<file path="src/rtl/io_dev_pkg.sv">
// io_dev_pkg: register offsets and CTRL bit layout shared by the memory-mapped I/O devices
package io_dev_pkg;

    localparam logic [31:0] DATA_OFS = 32'h0;
    localparam logic [31:0] CTRL_OFS = 32'h4;

    localparam int READY_BIT   = 0;
    localparam int OVERRUN_BIT = 2;
    localparam int IE_BIT      = 8;

    function automatic logic [31:0] ctrl_word(input logic ready, input logic overrun, input logic ie);
        logic [31:0] w;
        w = '0;
        w[READY_BIT] = ready;
        w[OVERRUN_BIT] = overrun;
        w[IE_BIT] = ie;
        return w;
    endfunction

endpackage

</file>
<file path="src/rtl/sync_debounce.sv">
// sync_debounce: two-flop synchroniser plus one shared debounce counter; pulses change when a new value is accepted
module sync_debounce #(
    parameter int WIDTH           = 10,
    parameter int DEBOUNCE_CYCLES = 4
) (
    input  logic             clk,
    input  logic             rst,
    input  logic [WIDTH-1:0] pins,
    output logic [WIDTH-1:0] stable,
    output logic             change
);

    localparam int CW = $clog2(DEBOUNCE_CYCLES + 1);
    localparam logic [CW-1:0] LAST = CW'(DEBOUNCE_CYCLES - 1);

    logic [WIDTH-1:0] meta_q, meta_d, sync_q, sync_d, stable_q, stable_d;
    logic [CW-1:0]    cnt_q, cnt_d;

    // Count cycles the synchronised value differs from stable; the counter restarts when sync_q is about
    // to change (meta_q already differs), so a value is accepted only after DEBOUNCE_CYCLES steady cycles
    always_comb begin
        meta_d = pins;
        sync_d = meta_q;
        stable_d = stable_q;
        cnt_d = cnt_q;
        change = 1'b0;
        if (sync_q == stable_q) begin
            cnt_d = '0;
        end else if (cnt_q == LAST) begin
            stable_d = sync_q;
            cnt_d = '0;
            change = 1'b1;
        end else begin
            cnt_d = (meta_q != sync_q) ? '0 : cnt_q + CW'(1);
        end
    end

    // State registers; reset discards any value still being debounced
    always_ff @(posedge clk) begin
        if (rst) begin
            meta_q <= '0;
            sync_q <= '0;
            stable_q <= '0;
            cnt_q <= '0;
        end else begin
            meta_q <= meta_d;
            sync_q <= sync_d;
            stable_q <= stable_d;
            cnt_q <= cnt_d;
        end
    end

    assign stable = stable_q;

endmodule

</file>
<file path="src/rtl/sw_key_io_dev.sv">
// sw_key_io_dev: debounced switch/key input device with DATA and sticky CTRL/status registers
// Optional interrupt enable and IRQ output are built only when SWKEY_IRQ_EN is defined.
module sw_key_io_dev
    import io_dev_pkg::*;
#(
    parameter int                    ADDR_WIDTH      = 32,
    parameter int                    DATA_WIDTH      = 32,
    parameter int                    WIDTH           = 10,
    parameter logic [ADDR_WIDTH-1:0] BASE_ADDR       = 32'hF0000010,
    parameter int                    DEBOUNCE_CYCLES = 500000
) (
    input  logic                  CLOCK_50,
    input  logic                  RESET,
    input  logic [WIDTH-1:0]      PINS,
    input  logic [ADDR_WIDTH-1:0] ABUS,
    input  logic                  RE,
    input  logic                  WE,
    input  logic [DATA_WIDTH-1:0] DIN,
    output logic [DATA_WIDTH-1:0] DOUT,
    output logic                  SEL,
    output logic                  IRQ
);

    logic [WIDTH-1:0] stable;
    logic             change;
    logic             hit_data, hit_ctrl, rd_data, wr_ctrl;
    logic             ready_q, ready_d, ovr_q, ovr_d, ie_q, ie_d, irq_q, irq_d;

    sync_debounce #(
        .WIDTH(WIDTH),
        .DEBOUNCE_CYCLES(DEBOUNCE_CYCLES)
    ) u_deb (
        .clk(CLOCK_50),
        .rst(RESET),
        .pins(PINS),
        .stable(stable),
        .change(change)
    );

    assign hit_data = ABUS == BASE_ADDR + ADDR_WIDTH'(DATA_OFS);
    assign hit_ctrl = ABUS == BASE_ADDR + ADDR_WIDTH'(CTRL_OFS);
    assign rd_data = RE & hit_data;
    assign wr_ctrl = WE & hit_ctrl;
    assign SEL = hit_data | hit_ctrl;
    assign IRQ = irq_q;

    // Read mux; zero when unselected so several devices can be OR-ed onto the bus
    always_comb begin
        DOUT = hit_data ? DATA_WIDTH'(stable) : hit_ctrl ? DATA_WIDTH'(ctrl_word(ready_q, ovr_q, ie_q)) : '0;
    end

    // Status update: a new value always wins over a DATA read or a write-0-to-clear
    always_comb begin
        ready_d = change | (ready_q & ~rd_data & (~wr_ctrl | DIN[READY_BIT]));
        ovr_d = (change & ready_q & ~rd_data) | (ovr_q & (~wr_ctrl | DIN[OVERRUN_BIT]));
`ifdef SWKEY_IRQ_EN
        ie_d = wr_ctrl ? DIN[IE_BIT] : ie_q;
        irq_d = ready_q & ie_q;
`else
        ie_d = 1'b0;
        irq_d = 1'b0;
`endif
    end

    // Status and interrupt registers
    always_ff @(posedge CLOCK_50) begin
        if (RESET) begin
            ready_q <= 1'b0;
            ovr_q <= 1'b0;
            ie_q <= 1'b0;
            irq_q <= 1'b0;
        end else begin
            ready_q <= ready_d;
            ovr_q <= ovr_d;
            ie_q <= ie_d;
            irq_q <= irq_d;
        end
    end

endmodule
</file>
<file path="config.mk">
export PLATFORM = sky130hd
export DESIGN_NAME = sw_key_io_dev
export DESIGN_NICKNAME = d
export VERILOG_FILES = /design/src/rtl/io_dev_pkg.sv /design/src/rtl/sync_debounce.sv /design/src/rtl/sw_key_io_dev.sv
export SDC_FILE = /design/constraint.sdc
export NUM_CORES = 1
export LEC_CHECK = 0
export BUFFER_PORTS_ARGS = -buffer_cell sky130_fd_sc_hd__buf_2
export CAP_MARGIN = 20
export CORE_MARGIN = 8
export CORE_UTILIZATION = 45
export DETAILED_ROUTE_END_ITERATION = 8
export PLACE_DENSITY_LB_ADDON = 0.3
export SYNTH_ARGS = -nofsm -noshare
export SYNTH_HDL_FRONTEND = slang
export SYNTH_SLANG_ARGS = --single-unit
</file>
<file path="constraint.sdc">
create_clock -name CLOCK_50 -period 1.8 [get_ports CLOCK_50]
set_input_delay 0.36 -clock CLOCK_50 [delete_from_list [all_inputs] [get_ports CLOCK_50]]
set_output_delay 0.36 -clock CLOCK_50 [all_outputs]
set_load 0.02 [all_outputs]
</file>
# Yosys cells after proc, flatten, opt, wreduce, memory -nomap -nowiden
# Cells that the tools add are included.
dict set report word_totals {
  reg_bits 51
  output_inout_bits 34
  word_cells 33
}
dict set report op_classes {
  n_addsub 1
  eq_ne 5
  n_mux 4
  n_bitwise 15
  reduce_logical 2
}
# op n
set ops {}
lappend ops {{equality test 32 bit (second input constant)} 2}
lappend ops {{adder 19 x 1 -> 19 bit (second input constant)} 1}
lappend ops {{equality test 19 bit (second input constant)} 1}
lappend ops {{equality test 10 bit} 1}
lappend ops {{2-to-1 mux 10 bit} 1}
lappend ops {{!= test 10 bit} 1}
lappend ops {{bitwise AND 1 bit} 7}
lappend ops {{bitwise OR 1 bit} 5}
lappend ops {{OR reduction 4 bit} 1}
lappend ops {{2-to-1 mux 3 bit} 1}
lappend ops {{inverter 1 bit} 3}
lappend ops {{2-to-1 mux 1 bit} 2}
lappend ops {{AND reduction 2 bit} 1}

# Depth between registers and ports, before layout
# Gate-level depths: netlist of the first run.
dict set report depth {
  ltp_word 6
  ltp_mapped 6
  ltp_nobuf 6
}

# Cells and area by module
# A second synthesis of the first run with hierarchy kept.
dict set report unflattened {
  hier_cells 276
  hier_area_um2 2562.5
}
# module instances cells_each area_each_um2 seq_area_each_um2
set by_module_without_submodules {}
lappend by_module_without_submodules {sync_debounce 1 209 1976.9 980.9}
lappend by_module_without_submodules {sw_key_io_dev 1 67 585.6 40.0}

# Worst setup path after synthesis of the first run
# No wires, ideal clock.
dict set report synth_timing {
  kind {in2out}
  start {input ABUS[5]}
  end {output DOUT[1]}
  arrival_time_ns 1.483
  required_time_ns 1.440
  path_slack_ns -0.043
  path_stages 4
  path_cell_list {nor4b_1 nand4_1 nor3_1 and2_1}
}
dict set report synth_via {
  elab_chain_len 2
}
# item line
set synth_rtl {}
lappend synth_rtl {{start: declaration} sw_key_io_dev.sv:15} ;# input logic [ADDR_WIDTH-1:0] ABUS,
lappend synth_rtl {{equality test 32 bit} sw_key_io_dev.sv:40} ;# assign hit_data = ABUS == BASE_ADDR + ADDR_WIDTH'(DATA_OFS);
lappend synth_rtl {{2-to-1 mux 10 bit} sw_key_io_dev.sv:49} ;# DOUT = hit_data ? DATA_WIDTH'(stable) : hit_ctrl ? DATA_WIDTH'(ctrl_word(ready_q, ovr_q, ie_q)) : '0;
lappend synth_rtl {{end: declaration} sw_key_io_dev.sv:19} ;# output logic [DATA_WIDTH-1:0] DOUT,
# No other way between the ends.

# Worst setup path in the final report of the first run
dict set report layout_timing {
  start {input ABUS[22]}
  end {output DOUT[2]}
}
dict set report layout_via {
  elab_chain_len 3
}
# item line
set layout_rtl {}
lappend layout_rtl {{equality test 32 bit} sw_key_io_dev.sv:41} ;# assign hit_ctrl = ABUS == BASE_ADDR + ADDR_WIDTH'(CTRL_OFS);
lappend layout_rtl {{2-to-1 mux 3 bit} sw_key_io_dev.sv:49}
lappend layout_rtl {{2-to-1 mux 10 bit *} sw_key_io_dev.sv:49}
# Every way passes the cells marked *; elsewhere a longest branch is shown, timed or not.

==> run_results.csv, run 1 <==
group,metric,value,unit
outcome,status,"complete, but fails checks",
drt,drcViolationCount,0,
drt,drt_wl_total,5480,um
worst_setup_path,crit_chain,"buf_6 -> nor4_4 -> nand4_1 -> buf_4 -> or2_4 -> nor2_4 -> buf_6",
worst_setup_path,path_class,"input pin to output pin",
grt,grt_pass1_vias,1949,
die,die_w,89.8,um
place,finalWeightedCongestion,0.802,
power_and_ir_drop,p_int,1.70,mW
power_and_ir_drop,max-vdd-ir-drop,0.000399,V
clock_tree,clk-insertion-delay-late,0.29,ns
worst_setup_path,crit_slowest_cell,"or2_4",
die,fp.dieH,89.8,um
clock_tree,cts_buffers,5,
clock_tree,clockRootBuffer,"clkbuf_8",
grt,grt_antenna_before_repair,0,
place,postPlaceCellArea,0.00278,sq mm
drt,postRouteAntennaNets,0,
cells_and_area,drive_gt1_share,35.8,%
drt,vias_per_cell,4.74,
clock_tree,htree_levels,2,
worst_setup_path,cp_common_cell,"buf_6",
timing,worst_slack,-0.141,ns
drt,routed-via-count,1982,
timing,period_share,108,%
power_and_ir_drop,p_per_area,685,mW/mm^2
cells_and_area,final_cell_mix,"dfxtp_1, buf_2, xor2_1, conb_1, nor2b_1",
synth,ys_seq_elements,51,
die,io_pins,112,
cells_and_area,finalInstanceArea,0.00321,sq mm
synth,netlist-cell-type-count,39,
worst_hold_path,hold_class,"input pin to register",
die,rows,27,
grt,track_usage,12.7,%
synth,syn_area,0.00245,sq mm
timing,rsz0062_at_grt,"yes",
place,portBuffers,58,
clock_tree,cts_sinks,51,
timing,fin_skew,0.00326,ns
worst_setup_path,critPathCaptureType,"output pin",
drt,wl_per_cell,13.1,um
cells_and_area,syn2layout_area_growth,30.9,%
job,max-cap-violations,0,
worst_setup_path,max_stage_delay,0.28,ns
grt,grt_start_max_net_pins,34,
timing,fin_hold_ws,0.267,ns
cells_and_area,finish.utilization,59.7,%
power_and_ir_drop,p_sw,0.498,mW
power_and_ir_drop,clkPwrFrac,36.6,%
timing,hold_viol_final,0,
worst_setup_path,path_max_fanout,4,
place,hpwl,3980,um
synth,ys_seq_area_share,41.7,%
timing,post-route-min-period,1.94,ns
clock_tree,cts_tree,"yes",
cells_and_area,insertedDiodeCount,0,
power_and_ir_drop,combinationalPowerShare,10.2,%
synth,syn_inst,270,
worst_setup_path,ff2ff_setup_slack,0.09,ns
cells_and_area,layout.nets,424,
clock_tree,clk_pin_slew,0.09,ns
grt,grt_pass1_wl,8870,um
die,start_util,45.6,%
drt,drtIter0Drc,103,
grt,globalRoute.totalOverflow,0,
die,coreArea,0.00537,sq mm
cells_and_area,final_common_cell,"dfxtp_1",
place,pre_cts_slack,-0.154,ns
worst_setup_path,crit_path_start_kind,"input pin",
die,dieArea,0.00806,sq mm
power_and_ir_drop,leakage,1.31,nW
timing,slew_viol_final,0,
power_and_ir_drop,power_frac_seq,53.2,%
synth,ys.warnings.count,0,
timing,tns,-1.22,ns
outcome,violations,"setup timing",
worst_setup_path,cp_data_arrival_time,1.58,ns
drt,drt_pass1_iterations,4,
timing,max_freq,515,MHz
synth,syn_area_per_cell,9.07,sq um
timing,setup_viol,12,
clock_tree,clockBufferDepth,2,
power_and_ir_drop,p_sw_share,22.7,%
worst_setup_path,required,1.44,ns
==> synthesized netlist by cell type (all sizes together) <==
library cell  number  area share [%]
o22ai              1            0.26
and3               2            0.56
nor4b              1            0.36
nor3               3            0.61
ha                 1            0.51
a211o              1            0.36
buf               26             8.5
nor4bb             2            0.82
and2               8             2.0
nor2b             20             5.1
o21ai             11             2.2
clkbuf             5            0.82
nand4             12             3.7
nand2              9             1.4
conb               1            0.15
or2                2            0.51
mux2i              2            0.82
dfxtp             51              42
xor2              23             8.2
nor2              29             5.5
o311ai             1            0.36
and4               1            0.36
nand3             14             2.9
or4                1            0.46
and3b              1            0.36
a21oi             10             2.0
or3                1            0.46
nor4              11             3.1
xnor2             14             5.0
inv                6            0.92
==> worst max-delay path, delay by kind of cell <==
| kind | cells | cell delay, ns |
|---|---|---|
| buffers and inverters | 3 | 0.40 |
| AND/OR/NAND/NOR | 4 | 0.83 |
==> kinds of logic (layout without fill, tap and decap cells) <==
logic type,after synthesis,in the layout,share of synthesized area [%]
compound gates,24,24,5.26
mux,2,2,0.817
other cells,1,23,0.153
fa+ha+maj,1,1,0.511
flops,51,51,41.7
buf+inv,37,91,10.3
simple gates,117,117,28.1
xor+xnor,37,37,13.2
==> final timing paths <==
path,start,to,cells after the start
setup reg to reg,u_deb.cnt_q[5],u_deb.stable[6],6
setup / recovery,ABUS[22],DOUT[2],7
hold reg to reg,u_deb.meta_q[5],u_deb.sync_q[5],1
hold / removal,PINS[5],u_deb.meta_q[5],2
==> repair_timing <==
action,4_1_cts,5_1_grt
hold buffers,0,0
gates resized for setup,31,28
pin swaps,5,11
gates cloned,0,1
setup buffers,2,4
endpoints found under the setup margin,11,40
==> layout make-up <==
class                           count  area [sq um]
Multi-Input combinational cell    204          1390
Timing Repair Buffer               77           564
Clock inverter                      2          35.0
Sequential cell                    51          1020
Clock buffer                        6          82.6
Tap cell                           72          90.1
Inverter                            6          22.5
Fill cell                         459          2160
==> flip-flops by register name (all words and copies together), names as in the netlist <==
register      count
u_deb.stable     10
u_deb.cnt_q      19
u_deb.meta_q     10
ovr_q             1
u_deb.sync_q     10
ready_q           1
==> stage by stage <==
stage | total power [mW] | std cells
final | 2.20 | 418
after global routing | 2.29 | 418
after CTS | 2.20 | 413
after detailed placement | 1.38 | 403
after global placement | 1.38 | 403
after floorplan | 1.35 | 292
==> layer usage <==
metal | global-route usage [%] | vias to the layer above | routed length, um
li1 | - | 1013 | -
met1 | 14.4 | 910 | 2430
met2 | 21.7 | 57 | 2670
met3 | 4.16 | 2 | 340
met4 | 4.65 | 0 | 40
met5 | 0 | - | 0
==> power groups by stage <==
stage | logic [mW] | clock network (mW) | registers [mW]
global route | 0.242 | 0.879 | 1.17
finish | 0.224 | 0.804 | 1.17
floorplan | 0.158 | 0 | 1.19
detailed placement | 0.190 | 0 | 1.19
global placement | 0.185 | 0 | 1.19
CTS | 0.206 | 0.825 | 1.17
No activity file was read; power rests on OpenSTA's default activity.
==> inputs of run 2 (changes only) <==
clock period = 2.48 ns   (was 1.8 ns; I/O delays follow)
==> run_results.csv, run 2 (synthesized netlist as in run 1, its figures left out) <==
group,metric,value,unit
worst_hold_path,min_from,"PINS[3]",
worst_setup_path,cp_data_arrival_time,1.76,ns
outcome,status,"finished clean",
drt,drtIter0Drc,181,
timing,rsz0062_at_grt,"no",
drt,drt_wl_total,4830,um
timing,setup_viol,0,
power_and_ir_drop,p_per_area,512,mW/mm^2
cells_and_area,largest_reg_flops,19,
timing,slew_headroom,61.4,%
power_and_ir_drop,max-vdd-ir-drop,0.000315,V
die,io_pins,112,
place,hpwl,3780,um
worst_hold_path,hold_class,"input pin to register",
drt,drt_pass1_iterations,4,
worst_setup_path,reg2reg_from,"u_deb.cnt_q[0]",
timing,fin_skew,0.00767,ns
power_and_ir_drop,leakage,1.16,nW
cells_and_area,final_cell_mix,"buf_2, dfxtp_1, xor2_1, conb_1, nor2b_1",
clock_tree,clockRootBuffer,"clkbuf_8",
worst_setup_path,startpoint,"ABUS[14]",
grt,grtUsageMet2,20.3,%
worst_setup_path,path_max_fanout,7,
worst_setup_path,crit_slowest_cell,"nor4_1",
die,start_util,45.6,%
place,finalWeightedCongestion,0.795,
die,coreArea,0.00537,sq mm
worst_setup_path,required,1.98,ns
worst_setup_path,critPathCaptureType,"output pin",
worst_setup_path,path_class,"input pin to output pin",
cells_and_area,insertedDiodeCount,0,
cells_and_area,layout.nets,410,
grt,met3_usage,4.07,%
timing,tns,0,ns
worst_setup_path,max_stage_delay,0.32,ns
clock_tree,cts_sinks,51,
worst_setup_path,crit_chain,"buf_2 -> nor4_1 -> nand4_1 -> nor3_2 -> buf_4 -> and2_1 -> buf_2",
cells_and_area,syn2layout_area_growth,14.9,%
cells_and_area,drive_gt1_share,26.6,%
clock_tree,postCtsSetupRepairBufs,0,
grt,grt_pass1_wl,8320,um
drt,drcViolationCount,0,
cells_and_area,final_common_cell,"buf_2",
clock_tree,clk_pin_slew,0.08,ns
clock_tree,cts_buffers,5,
cells_and_area,finish.utilization,52.4,%
timing,slew_viol_final,0,
worst_setup_path,crit_path_start_kind,"input pin",
grt,globalRoute.totalOverflow,0,
timing,period_share,91.2,%
grt,grt.busiest_layer,"met2",
place,portBuffers,58,
grt,grt_antenna_before_repair,0,
cells_and_area,finalInstanceArea,0.00281,sq mm
die,dieArea,0.00806,sq mm
clock_tree,cts_tree,"yes",
worst_setup_path,cp_common_cell,"buf_2",
place,postPlaceCellArea,0.00272,sq mm
grt,grt_pass1_vias,1838,
die,die_w,89.8,um
cells_and_area,regMostFlops,"u_deb.cnt_q",
job,max-cap-violations,0,
drt,wl_per_cell,12.0,um
timing,tightest_slew,0.573,ns
drt,vias_per_cell,4.62,
timing,post-route-min-period,2.26,ns
clock_tree,htree_levels,2,
grt,grt_util_met1,13.7,%
die,rows,27,
timing,fin_hold_ws,0.404,ns
place,pre_cts_slack,0.136,ns
die,fp.dieH,89.8,um
grt,grt_start_max_net_pins,34,
clock_tree,clockBufferDepth,2,
grt,track_usage,12.1,%
clock_tree,clk-insertion-delay-late,0.29,ns
timing,max_freq,442,MHz
timing,worst_slack,0.219,ns
drt,postRouteAntennaNets,0,
drt,routed-via-count,1862,
timing,hold_viol_final,0,
-- run 2: changes by cell type in the layout (fill, tap and decap cells not counted), moves of 6 or more --
cell    previous run  this run
and2_1             0         8
and2_4             8         0
nor4_2             7         1
buf_2             39        58
nor4_1             3        10
buf_4             18         5
buf_6             19         0
-- run 2: power breakdown --
part | switching [mW] | internal [mW] | total (mW)
combinational | 0.0788 | 0.0550 | 0.134
clock | 0.241 | 0.219 | 0.460
sequential | 0.0135 | 0.834 | 0.847
total | 0.333 | 1.11 | 1.44
-- run 2: worst paths after layout --
check                    end  slack [ns]  cells past startpoint
max reg2reg  u_deb.cnt_q[14]        0.66                      6
max                  DOUT[3]        0.22                      7
min reg2reg   u_deb.cnt_q[0]        0.47                      1
min          u_deb.meta_q[3]        0.40                      2
-- run 2: area by class of cell --
cell class / instances / area, sq um
sequential: 51 / 1020
inverter: 6 / 22.5
multi-input combinational: 204 / 1260
timing repair buffer: 63 / 328
clock buffer: 6 / 82.6
clock inverter: 1 / 5.00
fill: 509 / 2560
tap: 72 / 90.1
-- run 2: what timing repair did --
| action | 4_1_cts | 5_1_grt |
|---|---|---|
| gates resized for setup | 0 | 1 |
| endpoints found under the setup margin | 0 | 3 |
| hold buffers | 0 | 0 |
-- run 2: critical path, delay by kind of cell --
kind | cells | cell delay, ns
simple gates | 4 | 0.86
buf+inv | 3 | 0.42
-- run 2: per-layer routing --
layer	routed length (um)	up-vias
met3	278	2
met1	2180	823
li1	-	987
met5	0	-
met2	2330	50
met4	40	0
-- run 2: metrics by stage --
step                instances  total power [mW]
floorplan                 292             0.978
global placement          396             0.997
detailed placement        396             0.999
CTS                       403              1.46
global route              403              1.51
finish                    403              1.44
